## src/rtl/ps2_pkg.sv

```systemverilog
// Shared types and constants for the PS/2 receive path: key event record,
// prefix decoder states and the two prefix scan codes.
package ps2_pkg;

   typedef struct packed {
      logic       ext;
      logic       brk;
      logic [7:0] code;
   } ps2_evt_t;

   typedef enum logic [1:0] {
      D_IDLE,
      D_EXT,
      D_BRK,
      D_EXTBRK
   } dec_state_t;

   localparam logic [7:0] PS2_EXT = 8'hE0;
   localparam logic [7:0] PS2_BRK = 8'hF0;

   // Odd parity over eight data bits plus the parity bit.
   function automatic logic ps2_parity_ok(input logic [8:0] bits);
      return ^bits;
   endfunction

endpackage

```

## src/rtl/ps2_evt_fifo.sv

```systemverilog
// Generic show-ahead FIFO: o_data always shows the head entry; a push while full
// is accepted only when a pop happens in the same cycle.
module ps2_evt_fifo #(
   parameter int  DEPTH = 8,
   parameter type T     = logic [7:0]
) (
   input  logic                   clk,
   input  logic                   rst_n,
   input  logic                   i_push,
   input  T                       i_data,
   output logic                   o_full,
   input  logic                   i_pop,
   output T                       o_data,
   output logic                   o_empty,
   output logic [$clog2(DEPTH):0] o_level
);

   localparam int            AW       = $clog2(DEPTH);
   localparam logic [AW-1:0] PTR_ONE  = AW'(1);
   localparam logic [AW:0]   LVL_ONE  = (AW+1)'(1);
   localparam logic [AW:0]   LVL_FULL = (AW+1)'(DEPTH);

   T              r_mem [DEPTH];
   logic [AW-1:0] r_wr_ptr;
   logic [AW-1:0] r_rd_ptr;
   logic [AW:0]   r_level;

   logic w_do_pop;
   logic w_do_push;

   assign o_full    = (r_level == LVL_FULL);
   assign o_empty   = (r_level == '0);
   assign o_level   = r_level;
   assign o_data    = r_mem[r_rd_ptr];
   assign w_do_pop  = i_pop && !o_empty;
   assign w_do_push = i_push && (!o_full || w_do_pop);

   // When full, wr_ptr == rd_ptr: a push+pop overwrites the slot being vacated.
   always_ff @(posedge clk) begin
      if (w_do_push) begin
         r_mem[r_wr_ptr] <= i_data;
      end
   end

   always_ff @(posedge clk or negedge rst_n) begin
      if (!rst_n) begin
         r_wr_ptr <= '0;
         r_rd_ptr <= '0;
         r_level  <= '0;
      end else begin
         if (w_do_push) begin
            r_wr_ptr <= r_wr_ptr + PTR_ONE;
         end
         if (w_do_pop) begin
            r_rd_ptr <= r_rd_ptr + PTR_ONE;
         end
         case ({w_do_push, w_do_pop})
            2'b10:   r_level <= r_level + LVL_ONE;
            2'b01:   r_level <= r_level - LVL_ONE;
            default: r_level <= r_level;
         endcase
      end
   end

endmodule

```

## src/rtl/ps2_rx_evt.sv

```systemverilog
// PS/2 device-to-host receiver: sync, deframe, E0/F0 decode into key events, event FIFO.
// Optional macro PS2_RX_TYPEMATIC_FILTER_EN suppresses repeated makes of the held key.
module ps2_rx_evt
   import ps2_pkg::*;
#(
   parameter int FIFO_DEPTH  = 8,
   parameter int SYNC_STAGES = 3,
   parameter int TIMEOUT_CYC = 50000
) (
   input  logic                        clk,
   input  logic                        rst_n,
   input  logic                        ps2_clk,
   input  logic                        ps2_data,
   output logic                        evt_valid,
   input  logic                        evt_ready,
   output logic [9:0]                  evt_data,
   output logic [$clog2(FIFO_DEPTH):0] evt_level,
   output logic [7:0]                  press_cnt,
   output logic                        frame_err,
   output logic                        ovf,
   input  logic                        ovf_clr,
   output dec_state_t                  o_dbg_state
);

   localparam int            TW      = $clog2(TIMEOUT_CYC + 1);
   localparam logic [TW-1:0] TO_LAST = TW'(TIMEOUT_CYC - 1);
   localparam logic [TW-1:0] TO_ONE  = TW'(1);
   localparam logic [3:0]    CNT_STOP = 4'd10;

   logic [SYNC_STAGES-1:0] r_clk_sync;
   logic [SYNC_STAGES-1:0] r_dat_sync;
   logic                   r_clk_prev;
   logic [9:0]             r_bits;
   logic [3:0]             r_cnt;
   logic [TW-1:0]          r_to_cnt;
   logic                   r_byte_vld;
   logic [7:0]             r_byte;
   logic                   r_frame_err;
   dec_state_t             r_state;
   logic [7:0]             r_press_cnt;
   logic                   r_ovf;

   logic       w_clk_s;
   logic       w_dat_s;
   logic       w_strobe;
   logic       w_frame_ok;
   dec_state_t w_state_nxt;
   logic       w_emit;
   ps2_evt_t   w_evt;
   logic       w_push;
   logic       w_pop;
   logic       w_full;
   logic       w_empty;
   logic       w_accept;
   ps2_evt_t   w_head;

   assign w_clk_s  = r_clk_sync[SYNC_STAGES-1];
   assign w_dat_s  = r_dat_sync[SYNC_STAGES-1];
   assign w_strobe = r_clk_prev && !w_clk_s;
   // Evaluated on the stop-bit strobe, so the stop bit is the live synced data.
   assign w_frame_ok = !r_bits[0] && w_dat_s && ps2_parity_ok(r_bits[9:1]);

   // Sync flops reset low so only a genuine 1->0 on the pin can make a strobe.
   always_ff @(posedge clk or negedge rst_n) begin
      if (!rst_n) begin
         r_clk_sync <= '0;
         r_dat_sync <= '0;
         r_clk_prev <= 1'b0;
      end else begin
         r_clk_sync <= {r_clk_sync[SYNC_STAGES-2:0], ps2_clk};
         r_dat_sync <= {r_dat_sync[SYNC_STAGES-2:0], ps2_data};
         r_clk_prev <= w_clk_s;
      end
   end

   always_ff @(posedge clk or negedge rst_n) begin
      if (!rst_n) begin
         r_bits      <= '0;
         r_cnt       <= '0;
         r_to_cnt    <= '0;
         r_byte_vld  <= 1'b0;
         r_byte      <= '0;
         r_frame_err <= 1'b0;
      end else begin
         r_byte_vld  <= 1'b0;
         r_frame_err <= 1'b0;
         if (w_strobe) begin
            r_to_cnt <= '0;
            if (r_cnt == CNT_STOP) begin
               r_cnt       <= '0;
               r_byte_vld  <= w_frame_ok;
               r_frame_err <= !w_frame_ok;
               r_byte      <= r_bits[8:1];
            end else begin
               r_bits[r_cnt] <= w_dat_s;
               r_cnt         <= r_cnt + 4'd1;
            end
         end else if (r_cnt == '0) begin
            r_to_cnt <= '0;
         end else if (r_to_cnt == TO_LAST) begin
            r_cnt       <= '0;
            r_to_cnt    <= '0;
            r_frame_err <= 1'b1;
         end else begin
            r_to_cnt <= r_to_cnt + TO_ONE;
         end
      end
   end

   always_ff @(posedge clk or negedge rst_n) begin
      if (!rst_n) begin
         r_state <= D_IDLE;
      end else begin
         r_state <= w_state_nxt;
      end
   end

   always_comb begin
      w_state_nxt = r_state;
      w_emit      = 1'b0;
      w_evt       = '0;
      if (r_byte_vld) begin
         case (r_state)
            D_IDLE: begin
               if (r_byte == PS2_EXT) begin
                  w_state_nxt = D_EXT;
               end else if (r_byte == PS2_BRK) begin
                  w_state_nxt = D_BRK;
               end else begin
                  w_emit = 1'b1;
                  w_evt  = '{ext: 1'b0, brk: 1'b0, code: r_byte};
               end
            end
            D_EXT: begin
               if (r_byte == PS2_BRK) begin
                  w_state_nxt = D_EXTBRK;
               end else if (r_byte != PS2_EXT) begin
                  w_emit      = 1'b1;
                  w_evt       = '{ext: 1'b1, brk: 1'b0, code: r_byte};
                  w_state_nxt = D_IDLE;
               end
            end
            D_BRK: begin
               if (r_byte != PS2_EXT && r_byte != PS2_BRK) begin
                  w_emit      = 1'b1;
                  w_evt       = '{ext: 1'b0, brk: 1'b1, code: r_byte};
                  w_state_nxt = D_IDLE;
               end
            end
            default: begin
               if (r_byte != PS2_EXT && r_byte != PS2_BRK) begin
                  w_emit      = 1'b1;
                  w_evt       = '{ext: 1'b1, brk: 1'b1, code: r_byte};
                  w_state_nxt = D_IDLE;
               end
            end
         endcase
      end
   end

`ifdef PS2_RX_TYPEMATIC_FILTER_EN
   logic       r_last_vld;
   logic [8:0] r_last;
   logic       w_same;

   assign w_same = r_last_vld && (r_last == {w_evt.ext, w_evt.code});
   assign w_push = w_emit && (w_evt.brk || !w_same);

   // Tracks the held key regardless of whether its event reached the FIFO.
   always_ff @(posedge clk or negedge rst_n) begin
      if (!rst_n) begin
         r_last_vld <= 1'b0;
         r_last     <= '0;
      end else if (w_emit) begin
         if (w_evt.brk) begin
            if (w_same) begin
               r_last_vld <= 1'b0;
            end
         end else if (!w_same) begin
            r_last_vld <= 1'b1;
            r_last     <= {w_evt.ext, w_evt.code};
         end
      end
   end
`else
   assign w_push = w_emit;
`endif

   assign w_pop    = evt_ready && !w_empty;
   assign w_accept = w_push && (!w_full || w_pop);

   ps2_evt_fifo #(
      .DEPTH (FIFO_DEPTH),
      .T     (ps2_evt_t)
   ) u_fifo (
      .clk     (clk),
      .rst_n   (rst_n),
      .i_push  (w_push),
      .i_data  (w_evt),
      .o_full  (w_full),
      .i_pop   (w_pop),
      .o_data  (w_head),
      .o_empty (w_empty),
      .o_level (evt_level)
   );

   always_ff @(posedge clk or negedge rst_n) begin
      if (!rst_n) begin
         r_press_cnt <= '0;
         r_ovf       <= 1'b0;
      end else begin
         if (w_accept && !w_evt.brk) begin
            r_press_cnt <= r_press_cnt + 8'd1;
         end
         if (w_push && w_full && !w_pop) begin
            r_ovf <= 1'b1;
         end else if (ovf_clr) begin
            r_ovf <= 1'b0;
         end
      end
   end

   assign evt_valid   = !w_empty;
   assign evt_data    = evt_valid ? w_head : '0;
   assign press_cnt   = r_press_cnt;
   assign frame_err   = r_frame_err;
   assign ovf         = r_ovf;
   assign o_dbg_state = r_state;

endmodule
```

## config.mk

```make
export PLATFORM = sky130hd
export DESIGN_NAME = ps2_rx_evt
export DESIGN_NICKNAME = d
export VERILOG_FILES = /design/src/rtl/ps2_pkg.sv /design/src/rtl/ps2_evt_fifo.sv /design/src/rtl/ps2_rx_evt.sv
export SDC_FILE = /design/constraint.sdc
export NUM_CORES = 1
export LEC_CHECK = 0
export BUFFER_PORTS_ARGS = -buffer_cell sky130_fd_sc_hd__buf_2
export CORE_MARGIN = 2
export CORE_UTILIZATION = 40
export DETAILED_ROUTE_END_ITERATION = 12
export GPL_TIMING_DRIVEN = 0
export PLACE_DENSITY_LB_ADDON = 0.05
export SYNTH_ARGS = -nofsm -noshare
export SYNTH_HDL_FRONTEND = slang
export SYNTH_SLANG_ARGS = --single-unit
```

## constraint.sdc

```tcl
create_clock -name clk -period 6.95 [get_ports clk]
set_clock_uncertainty 0.1 [all_clocks]
set_input_delay 1.0425 -clock clk [delete_from_list [all_inputs] [get_ports clk]]
set_output_delay 1.0425 -clock clk [all_outputs]
set_load 0.005 [all_outputs]
```

==> metrics.cfg, run 1 <==
[outcome]
status = finished, final reports clean

[final_layout]
n_antenna_cell = 0
nNetsFinal = 495
areaGrowthSynthToFinish_pct = 17.4
fin_util_pct = 48.4
drive_gt1_share_pct = 21.4
fin_area_mm2 = 0.00742

[synth]
ys_ff_latch = 148
async_reset_ff_share_pct = 45.9
yosysSeqAreaShare_pct = 65.0
yosys_warnings = 0
syn_area_per_cell_um2 = 14.8
synth_cells = 426
synth_enable_flop_cells = 80
synthesis.nets = 439
synthesis.area_mm2 = 0.00632
synth_flop_cell = edfxtp_1
yosysUniqueCellTypes = 49

[clock_network]
numCtsBuffers = 17
cts_setup_buffers = 0
clkLatencyLatePin_ps = 410
clk_path_buf_depth = 2
cts.sinks = 148
htree_levels = 4
ctsResizeCount = 0
clkSlewWorstSetupHoldPaths_ps = 60
cts_tree = done
ctsRootBufferMaster = clkbuf_16
ctsHoldBuffers = 0

[power]
p_leak_nw = 2.76
power_density_mw_per_mm2 = 335
ir_worst_vdd_mv = 0.175

[setup_path]
worstSetupStartpointType = register
required_ps = 5810
worstPathMaxFanout = 10
criticalPathCategory = register to output port
cp-end-kind = output port
slowest_stage = clkbuf_1
path_cells = clkbuf_1 -> mux4_2 -> mux2i_1 -> nor2_1 -> buf_2
arrival_ps = 2250
max_stage_delay_ps = 590

[min_path]
min_path_type = register to register

[drt]
num_vias = 3570
detail-route-antenna-nets = 0
viasPerCell = 5.06
wl_um = 12200
wire_per_inst_um = 17.2
drt_iter0_drc = 214
dr.pass1.iters = 4
route.detailed.drc = 0

[global_routing]
antenna_found_initial = 0
grt_pass1_vias = 3605
grt_max_degree = 69
grt_usage_pct = 16.1
overflow = 0
grt_pass1_wl_um = 19800

[timing]
slew_headroom_pct = 17.9
min_period_over_period_pct = 48.8
rsz0062_at_grt = false
worst_pin_slew_ps = 1230
fmax_mhz = 295
final_max_slew_viol_count = 0
fin_crit_ps = 3390
setup_tns_ps = 0
finalSetupViolations = 0
hold_violations = 0

[floorplanning]
dieArea_mm2 = 0.0168
die_w_um = 130
ios = 33
core_area_mm2 = 0.0153
fp.dieH_um = 130
row_count = 45
initial_core_util_pct = 41.3

[run]
maxCapViolCount = 0

[placed_design]
io_buffers = 32
hpwl_um = 8160
gp_congestion = 0.781
place_area_mm2 = 0.00682

==> layer usage <==
metal / share of wire (%) / routed length (um) / track usage [%] / vias to the layer above
met1: 45 / 5420 / 20.3 / 1814
met4: 1.3 / 161 / 6.51 / 0
met3: 2.3 / 274 / 3.22 / 14
li1: - / - / - / 1694
met5: 0 / 0 / 0 / -
met2: 52 / 6310 / 27.3 / 48
==> area by class of cell <==
type,instances,area (um2)
fill,1349,7900
sequential,148,4100
multi-input combinational,255,2140
clock buffer,22,464
tap,211,264
timing repair buffer,37,215
clock inverter,10,130
buffer,16,68.8
inverter,7,26.3
==> kinds of logic (layout without fill, tap and decap cells) <==
family	count (synthesis)	after routing	share of synthesized area, %
simple gates	141	141	12.0
fa+ha+maj	7	7	1.39
mux	53	53	12.8
xor+xnor	36	36	5.43
flops	148	148	65.0
buf+inv	23	92	1.51
compound gates	18	18	1.90
==> sequential cells by signal, indices dropped and copies added (netlist names) <==
register         cells
r_byte_vld           1
r_clk_prev           1
u_fifo.r_mem        80
r_byte               8
r_dat_sync           3
r_bits              10
press_cnt            8
u_fifo.o_level       4
ovf                  1
r_to_cnt            16
u_fifo.r_rd_ptr      3
o_dbg_state          2
frame_err            1
u_fifo.r_wr_ptr      3
r_clk_sync           3
r_cnt                4
==> cells in the mapped netlist, types with 2 or more instances <==
cell type / number / area [um2]
nor4_1: 4 / 25.0
mux2_1: 21 / 236
clkbuf_1: 9 / 33.8
nand3_1: 14 / 70.1
nor4bb_1: 3 / 30.0
mux2_2: 2 / 22.5
a21oi_1: 5 / 25.0
nand2_1: 18 / 67.6
ha_1: 7 / 87.6
dfrtp_1: 68 / 1700
buf_2: 7 / 35.0
nor2_1: 38 / 143
nand3b_1: 5 / 37.5
inv_2: 2 / 7.51
xor2_1: 8 / 70.1
and2_1: 11 / 68.8
xnor2_1: 26 / 228
o21ai_1: 2 / 10.0
nand4_1: 9 / 56.3
mux2i_1: 10 / 100
inv_1: 5 / 18.8
and4_1: 2 / 17.5
nor3b_1: 3 / 22.5
and3_1: 4 / 25.0
xnor3_1: 2 / 45.0
mux4_2: 20 / 450
nand2b_1: 4 / 25.0
edfxtp_1: 80 / 2400
nor2b_1: 5 / 31.3
nor3_1: 13 / 65.1
==> power by group <==
group          internal (W)  switching, W
sequential         0.000989     0.0000720
clock              0.000580      0.000336
combinational      0.000245      0.000261
total               0.00181      0.000669
==> per-stage QoR <==
step           total power, W  hold WS (ps)  std cells  worst slack (ps)
3_3_place_gp          0.00159           234        669              2560
4_1_cts               0.00252           250        706              3470
5_1_grt               0.00262           257        706              3380
6_report              0.00248           252        706              3560
2_1_floorplan         0.00144           231        426              3900
3_5_place_dp          0.00160           236        674              3560
==> final timing paths <==
| check | from | to | slack (ps) | cells after the start |
|---|---|---|---|---|
| max in group asynchronous | rst_n | press_cnt[7] | 5540 | 1 |
| max reg2reg | u_fifo.o_level[1] | u_fifo.o_level[2] | 4060 | 12 |
| min in group asynchronous | rst_n | u_fifo.o_level[0] | 640 | 1 |
| max | u_fifo.r_rd_ptr[1] | evt_data[6] | 3560 | 5 |
| min | r_dat_sync[0] | r_dat_sync[1] | 250 | 0 |
| min reg2reg | r_dat_sync[0] | r_dat_sync[1] | 250 | 0 |
==> worst max-delay path: cells and delay by family (launching register included) <==
kind,cells,cell delay [ps]
buffers and inverters,2,740
muxes,2,630
DFF,1,400
and+or+nand+nor,1,60
==> layout by cell type, fill, tap and decap left out, types with 3 or more instances in the layout <==
cell | synthesis | routed
nor2_1 | 38 | 38
and2_1 | 11 | 11
mux4_2 | 20 | 20
clkbuf_1 | 9 | 12
nor4_1 | 4 | 3
mux2i_1 | 10 | 10
xnor2_1 | 26 | 26
nand4_1 | 9 | 9
inv_1 | 5 | 5
nor3_2 | 0 | 4
ha_1 | 7 | 7
nor4bb_1 | 3 | 3
clkbuf_16 | 0 | 17
mux2_1 | 21 | 21
nor2b_1 | 5 | 5
and3_1 | 4 | 4
nor3_1 | 13 | 9
dfrtp_1 | 68 | 68
xor2_1 | 8 | 8
nand2_1 | 18 | 18
edfxtp_1 | 80 | 80
buf_2 | 7 | 38
nand3b_1 | 5 | 5
clkinv_2 | 0 | 4
nand2b_1 | 4 | 4
nand3_1 | 14 | 14
bufinv_16 | 0 | 3
a21oi_1 | 5 | 5
buf_6 | 0 | 4
nor3b_1 | 3 | 3
No activity file was read; power rests on OpenSTA's default activity.
==> run 2, diff against run 1 <==
- clock period: 6.95 -> 3.13 ns (I/O delays scaled with it)
==> run 2 against run 1 <==
  * Count of clock-buffer cells in the layout is the same
  * Cell area is essentially flat
  * Critical path depth unchanged
  * Core utilization about the same
==> metrics.cfg, run 2 (synthesized netlist as in run 1, its figures left out) <==
[final_layout]
largest_reg_flops = 80
drive_gt1_share_pct = 21.6
layout_common_cells = edfxtp_1 (80), dfrtp_1 (68), buf_2 (38), nor2_1 (38), xnor2_1 (26)
nNetsFinal = 495
n_antenna_cell = 0
areaGrowthSynthToFinish_pct = 17.4
fin_area_mm2 = 0.00742
regMostFlops = u_fifo.r_mem
top_regs = u_fifo.r_mem x80, r_to_cnt x16, r_bits x10
seq_area_mm2 = 0.00410
multi_input_area_mm2 = 0.00215
fillers = 1348
final_common_cell = edfxtp_1

[timing]
fmax_mhz = 355
final_max_slew_viol_count = 0
rsz0062_at_grt = false
hold_ws_ps = 57.9
hold_violations = 0
fin_crit_ps = 2810
slew_headroom_pct = 18.9
finalSetupViolations = 0
worst_pin_slew_ps = 1210
min_period_over_period_pct = 89.9

[clock_network]
cts_setup_buffers = 0
ctsHoldBuffers = 0
clk_path_buf_depth = 2
ctsRootBufferMaster = clkbuf_16
numCtsBuffers = 17
ctsResizeCount = 0
cts_tree = done
clkLatencyLatePin_ps = 410
cts.sinks = 148
htree_levels = 4
clkSlewWorstSetupHoldPaths_ps = 60

[global_routing]
grt_pass1_wl_um = 19800
grt_usage_pct = 16.1
overflow = 0
grt_max_degree = 69
grt_pass1_vias = 3605
antenna_found_initial = 0

[drt]
dr.pass1.iters = 5
drt_iter0_drc = 225
num_vias = 3572
viasPerCell = 5.06
wl_um = 12200
route.detailed.drc = 0
wire_per_inst_um = 17.2
detail-route-antenna-nets = 0

[placed_design]
gp_congestion = 0.781
place_area_mm2 = 0.00682
io_buffers = 32
hpwl_um = 8160

[power]
internal-power_w = 0.00403
seq_power_share_pct = 42.7
p_sw_w = 0.00149
ir_worst_vdd_mv = 0.388
power.total_w = 0.00551
p_clk_share_pct = 36.9
combPwrFrac_pct = 20.4
power_density_mw_per_mm2 = 743
netSwitchingFraction_pct = 27.0
p_leak_nw = 2.76

[floorplanning]
ios = 33
fp.dieH_um = 130
row_count = 45
core_area_mm2 = 0.0153
initial_core_util_pct = 41.3
die_w_um = 130
dieArea_mm2 = 0.0168

[setup_path]
worstSetupStartpointType = register
arrival_ps = 2240
reg2reg_to = u_fifo.r_mem[7][0]
r2r-start = r_byte[7]
worst-r2r-setup-slack_ps = 420
cp-end-kind = output port
reg2reg_depth = 4
criticalPathCategory = register to output port
worstPathMaxFanout = 10
required_ps = 2560

[min_path]
holdPathEnd = r_clk_sync[0]
min_path_type = input port to register
worstHoldPathCells = 1
min_from = ps2_clk

[run]
maxCapViolCount = 0

[outcome]
status = finished, final reports clean

-- run 2: worst max-delay path by stage --
stage                                  start            endpoint  depth (start not counted)
after global placement             r_byte[7]  u_fifo.r_mem[0][3]                          4
after detailed placement   u_fifo.o_level[1]   u_fifo.o_level[2]                         12
after global routing      u_fifo.r_rd_ptr[1]         evt_data[6]                          5
after floorplan            u_fifo.o_level[1]  u_fifo.r_mem[0][0]                          6
final                     u_fifo.r_rd_ptr[1]         evt_data[6]                          5
after CTS                 u_fifo.r_rd_ptr[1]         evt_data[6]                          5
-- run 2: critical path, stage by stage (launching register included) --
cell and delay (ps):
dfrtp_1 400, clkbuf_1 590, mux4_2 410, mux2i_1 220
nor2_1 60, buf_2 150
-- run 2: power by group through the flow --
stage	sequential (W)	clock, W	combinational [W]
after floorplan	0.00236	0	0.000844
after global placement	0.00238	0	0.00114
after detailed placement	0.00239	0	0.00116
after CTS	0.00235	0.00209	0.00116
after global routing	0.00239	0.00217	0.00126
final	0.00235	0.00203	0.00112
-- run 2: per-stage QoR --
step                utilization (%)  TNS [ps]  std cells  setup WS, ps
floorplan                         -         0        426           563
finish                         48.4         0        706           316
detailed placement             44.6         0        674           248
global placement               44.0    -16750        669          -705
CTS                            48.4         0        706           227
global route                   48.4         0        706           134
-- run 2: area by class of cell --
cell class,instances,share of cell area [%]
clock buffer,22,6.26
inverter,7,0.354
multi-input combinational,255,28.9
tap,211,3.56
buffer,16,0.927
sequential,148,55.3
timing repair buffer,37,2.90
clock inverter,10,1.75
-- run 2: metal layers --
layer  wire (um)  track usage [%]  vias to the layer above  part of all wire (%)
li1            -                -                     1697                     -
met1        5410             20.3                     1809                    44
met2        6320             27.3                       50                    52
met3         288             3.22                       16                   2.4
met4         164             6.51                        0                   1.3
met5           0                0                        -                     0
==> run 3, diff against run 2 <==
- PLACE_DENSITY: not set -> 0.68
- PLACE_DENSITY_LB_ADDON: 0.05 -> not set
==> run 3 against run 2 <==
  * Routed wire length down 5.7%
  * Sequential cell count unchanged
  * First-iteration DRC count shrank 27%
  * Power up 1.8%
  * Sequential power about the same
  * Sequential share of layout area hardly changed
  * Clock power is 6% higher
  * Via count down 0.92%
  * Largest power group unchanged
==> metrics.cfg, run 3 (synthesized netlist as in run 1, its figures left out) <==
[setup_path]
cp_top_family = simple AND/OR/NAND/NOR gates
critPathBufInv = 2
critPathMostFrequentCell = xor2_1
arrival_ps = 3100
endpoint = u_fifo.o_level[2]
required_ps = 3320
slowest_stage = dfrtp_1
path_cells = buf_2 -> nor3_1 -> nand3b_1 -> buf_2 -> nand2_1 -> ha_1 -> xor2_1 -> ha_1 -> a21oi_1 -> xor2_1 -> nor2_1 -> xor2_1
worstPathMaxFanout = 10
reg2reg_depth = 12
criticalPathCategory = register to register
crit_start = u_fifo.o_level[1]
cp-end-kind = register
worst-r2r-setup-slack_ps = 230
reg2reg_to = u_fifo.o_level[2]
path_depth = 12
max_stage_delay_ps = 370
r2r-start = u_fifo.o_level[1]
worstSetupStartpointType = register

[power]
power.total_w = 0.00561
p_leak_nw = 2.76
ir_worst_vdd_mv = 0.403
power_density_mw_per_mm2 = 757

[run]
maxCapViolCount = 0

[drt]
detail-route-antenna-nets = 0
viasPerCell = 5.03
num_vias = 3539
wl_um = 11500
route.detailed.drc = 0
wire_per_inst_um = 16.3
drt_iter0_drc = 164
dr.pass1.iters = 5

[placed_design]
hpwl_um = 7780
gp_congestion = 0.807
io_buffers = 32

[final_layout]
drive_gt1_share_pct = 21.3
fin_util_pct = 48.4
n_antenna_cell = 0
nNetsFinal = 492
layout_common_cells = edfxtp_1 (80), dfrtp_1 (68), buf_2 (38), nor2_1 (38), xnor2_1 (26)
regMostFlops = u_fifo.r_mem
final_common_cell = edfxtp_1
largest_reg_flops = 80
fillers = 1315
top_regs = u_fifo.r_mem x80, r_to_cnt x16, r_bits x10
areaGrowthSynthToFinish_pct = 17.4

[timing]
fmax_mhz = 345
slew_headroom_pct = 24.2
finalSetupViolations = 0
fin_crit_ps = 2900
rsz0062_at_grt = false
final_max_slew_viol_count = 0
worst_pin_slew_ps = 1130
hold_violations = 0
min_period_over_period_pct = 92.7

[clock_network]
clkLatencyLatePin_ps = 420
cts_tree = done
htree_levels = 4
ctsHoldBuffers = 0
clkSlewWorstSetupHoldPaths_ps = 60
numCtsBuffers = 17
cts.sinks = 148
ctsRootBufferMaster = clkbuf_16
ctsResizeCount = 0
clk_path_buf_depth = 2
cts_setup_buffers = 0

[floorplanning]
die_w_um = 130
dieArea_mm2 = 0.0168
initial_core_util_pct = 41.3
row_count = 45
fp.dieH_um = 130
ios = 33
core_area_mm2 = 0.0153

[global_routing]
overflow = 0
grt_usage_pct = 14.9
grt_max_degree = 69
grt_pass1_vias = 3658
grt_pass1_wl_um = 18800
antenna_found_initial = 0

[outcome]
status = finished, final reports clean

[min_path]
min_path_type = input port to asynchronous set/reset pin

-- run 3: changes by cell type in the layout (fill, tap and decap cells not counted), sizes merged --
cell | previous run | this run
buf | 44 | 41
clkbuf | 31 | 27
inv | 7 | 11
clkinvlp | 1 | 0
bufinv | 3 | 4
-- run 3: area by class of cell --
class                      count  area (um2)  share of cell area (%)
timing repair buffer          34         181                    2.45
buffer                        16        68.8                   0.928
clock inverter                14         199                    2.68
clock buffer                  18         429                    5.79
tap                          211         264                    3.56
inverter                       7        26.3                   0.354
sequential                   148        4100                    55.3
multi-input combinational    255        2140                    28.9
-- run 3: power by group --
| part | internal, W | switching, W |
|---|---|---|
| logic | 0.000544 | 0.000567 |
| registers | 0.00219 | 0.000161 |
| clock network | 0.00134 | 0.000803 |
-- run 3: metrics by stage --
| step | setup TNS, ps | hold WS, ps | setup WS (ps) | instance area [um2] | std cells |
|---|---|---|---|---|---|
| after global placement | -7640 | 233 | -523 | 6740 | 669 |
| after global routing | 0 | 38.8 | 68.6 | 7420 | 703 |
| after detailed placement | 0 | 236 | 246 | 6790 | 671 |
| after floorplan | 0 | 73.9 | 563 | 6320 | 426 |
| final | 0 | 57.6 | 229 | 7420 | 703 |
| after CTS | 0 | 44.1 | 227 | 7420 | 703 |
-- run 3: worst min-delay path by stage --
| stage | from | end |
|---|---|---|
| global placement | r_dat_sync[1] | r_dat_sync[2] |
| global route | ps2_data | r_dat_sync[0] |
| finish | rst_n | r_cnt[0] |
| floorplan | rst_n | frame_err |
| detailed placement | r_clk_sync[1] | r_clk_sync[2] |
| CTS | ps2_data | r_dat_sync[0] |
-- run 3: worst reg2reg max path, cell delays in order (launching register included) --
cell      delay (ps)
dfrtp_1          370
buf_2            160
nor3_1           190
nand3b_1         220
buf_2            270
nand2_1          330
ha_1             340
xor2_1           100
ha_1             180
a21oi_1          140
xor2_1           170
nor2_1            60
xor2_1           140
-- run 3: per-layer routing --
| layer | global-route usage, % | wire (um) |
|---|---|---|
| met4 | 5.25 | 206 |
| met5 | 0 | 0 |
| met1 | 18.4 | 5150 |
| met3 | 4.25 | 320 |
| met2 | 25.2 | 5810 |
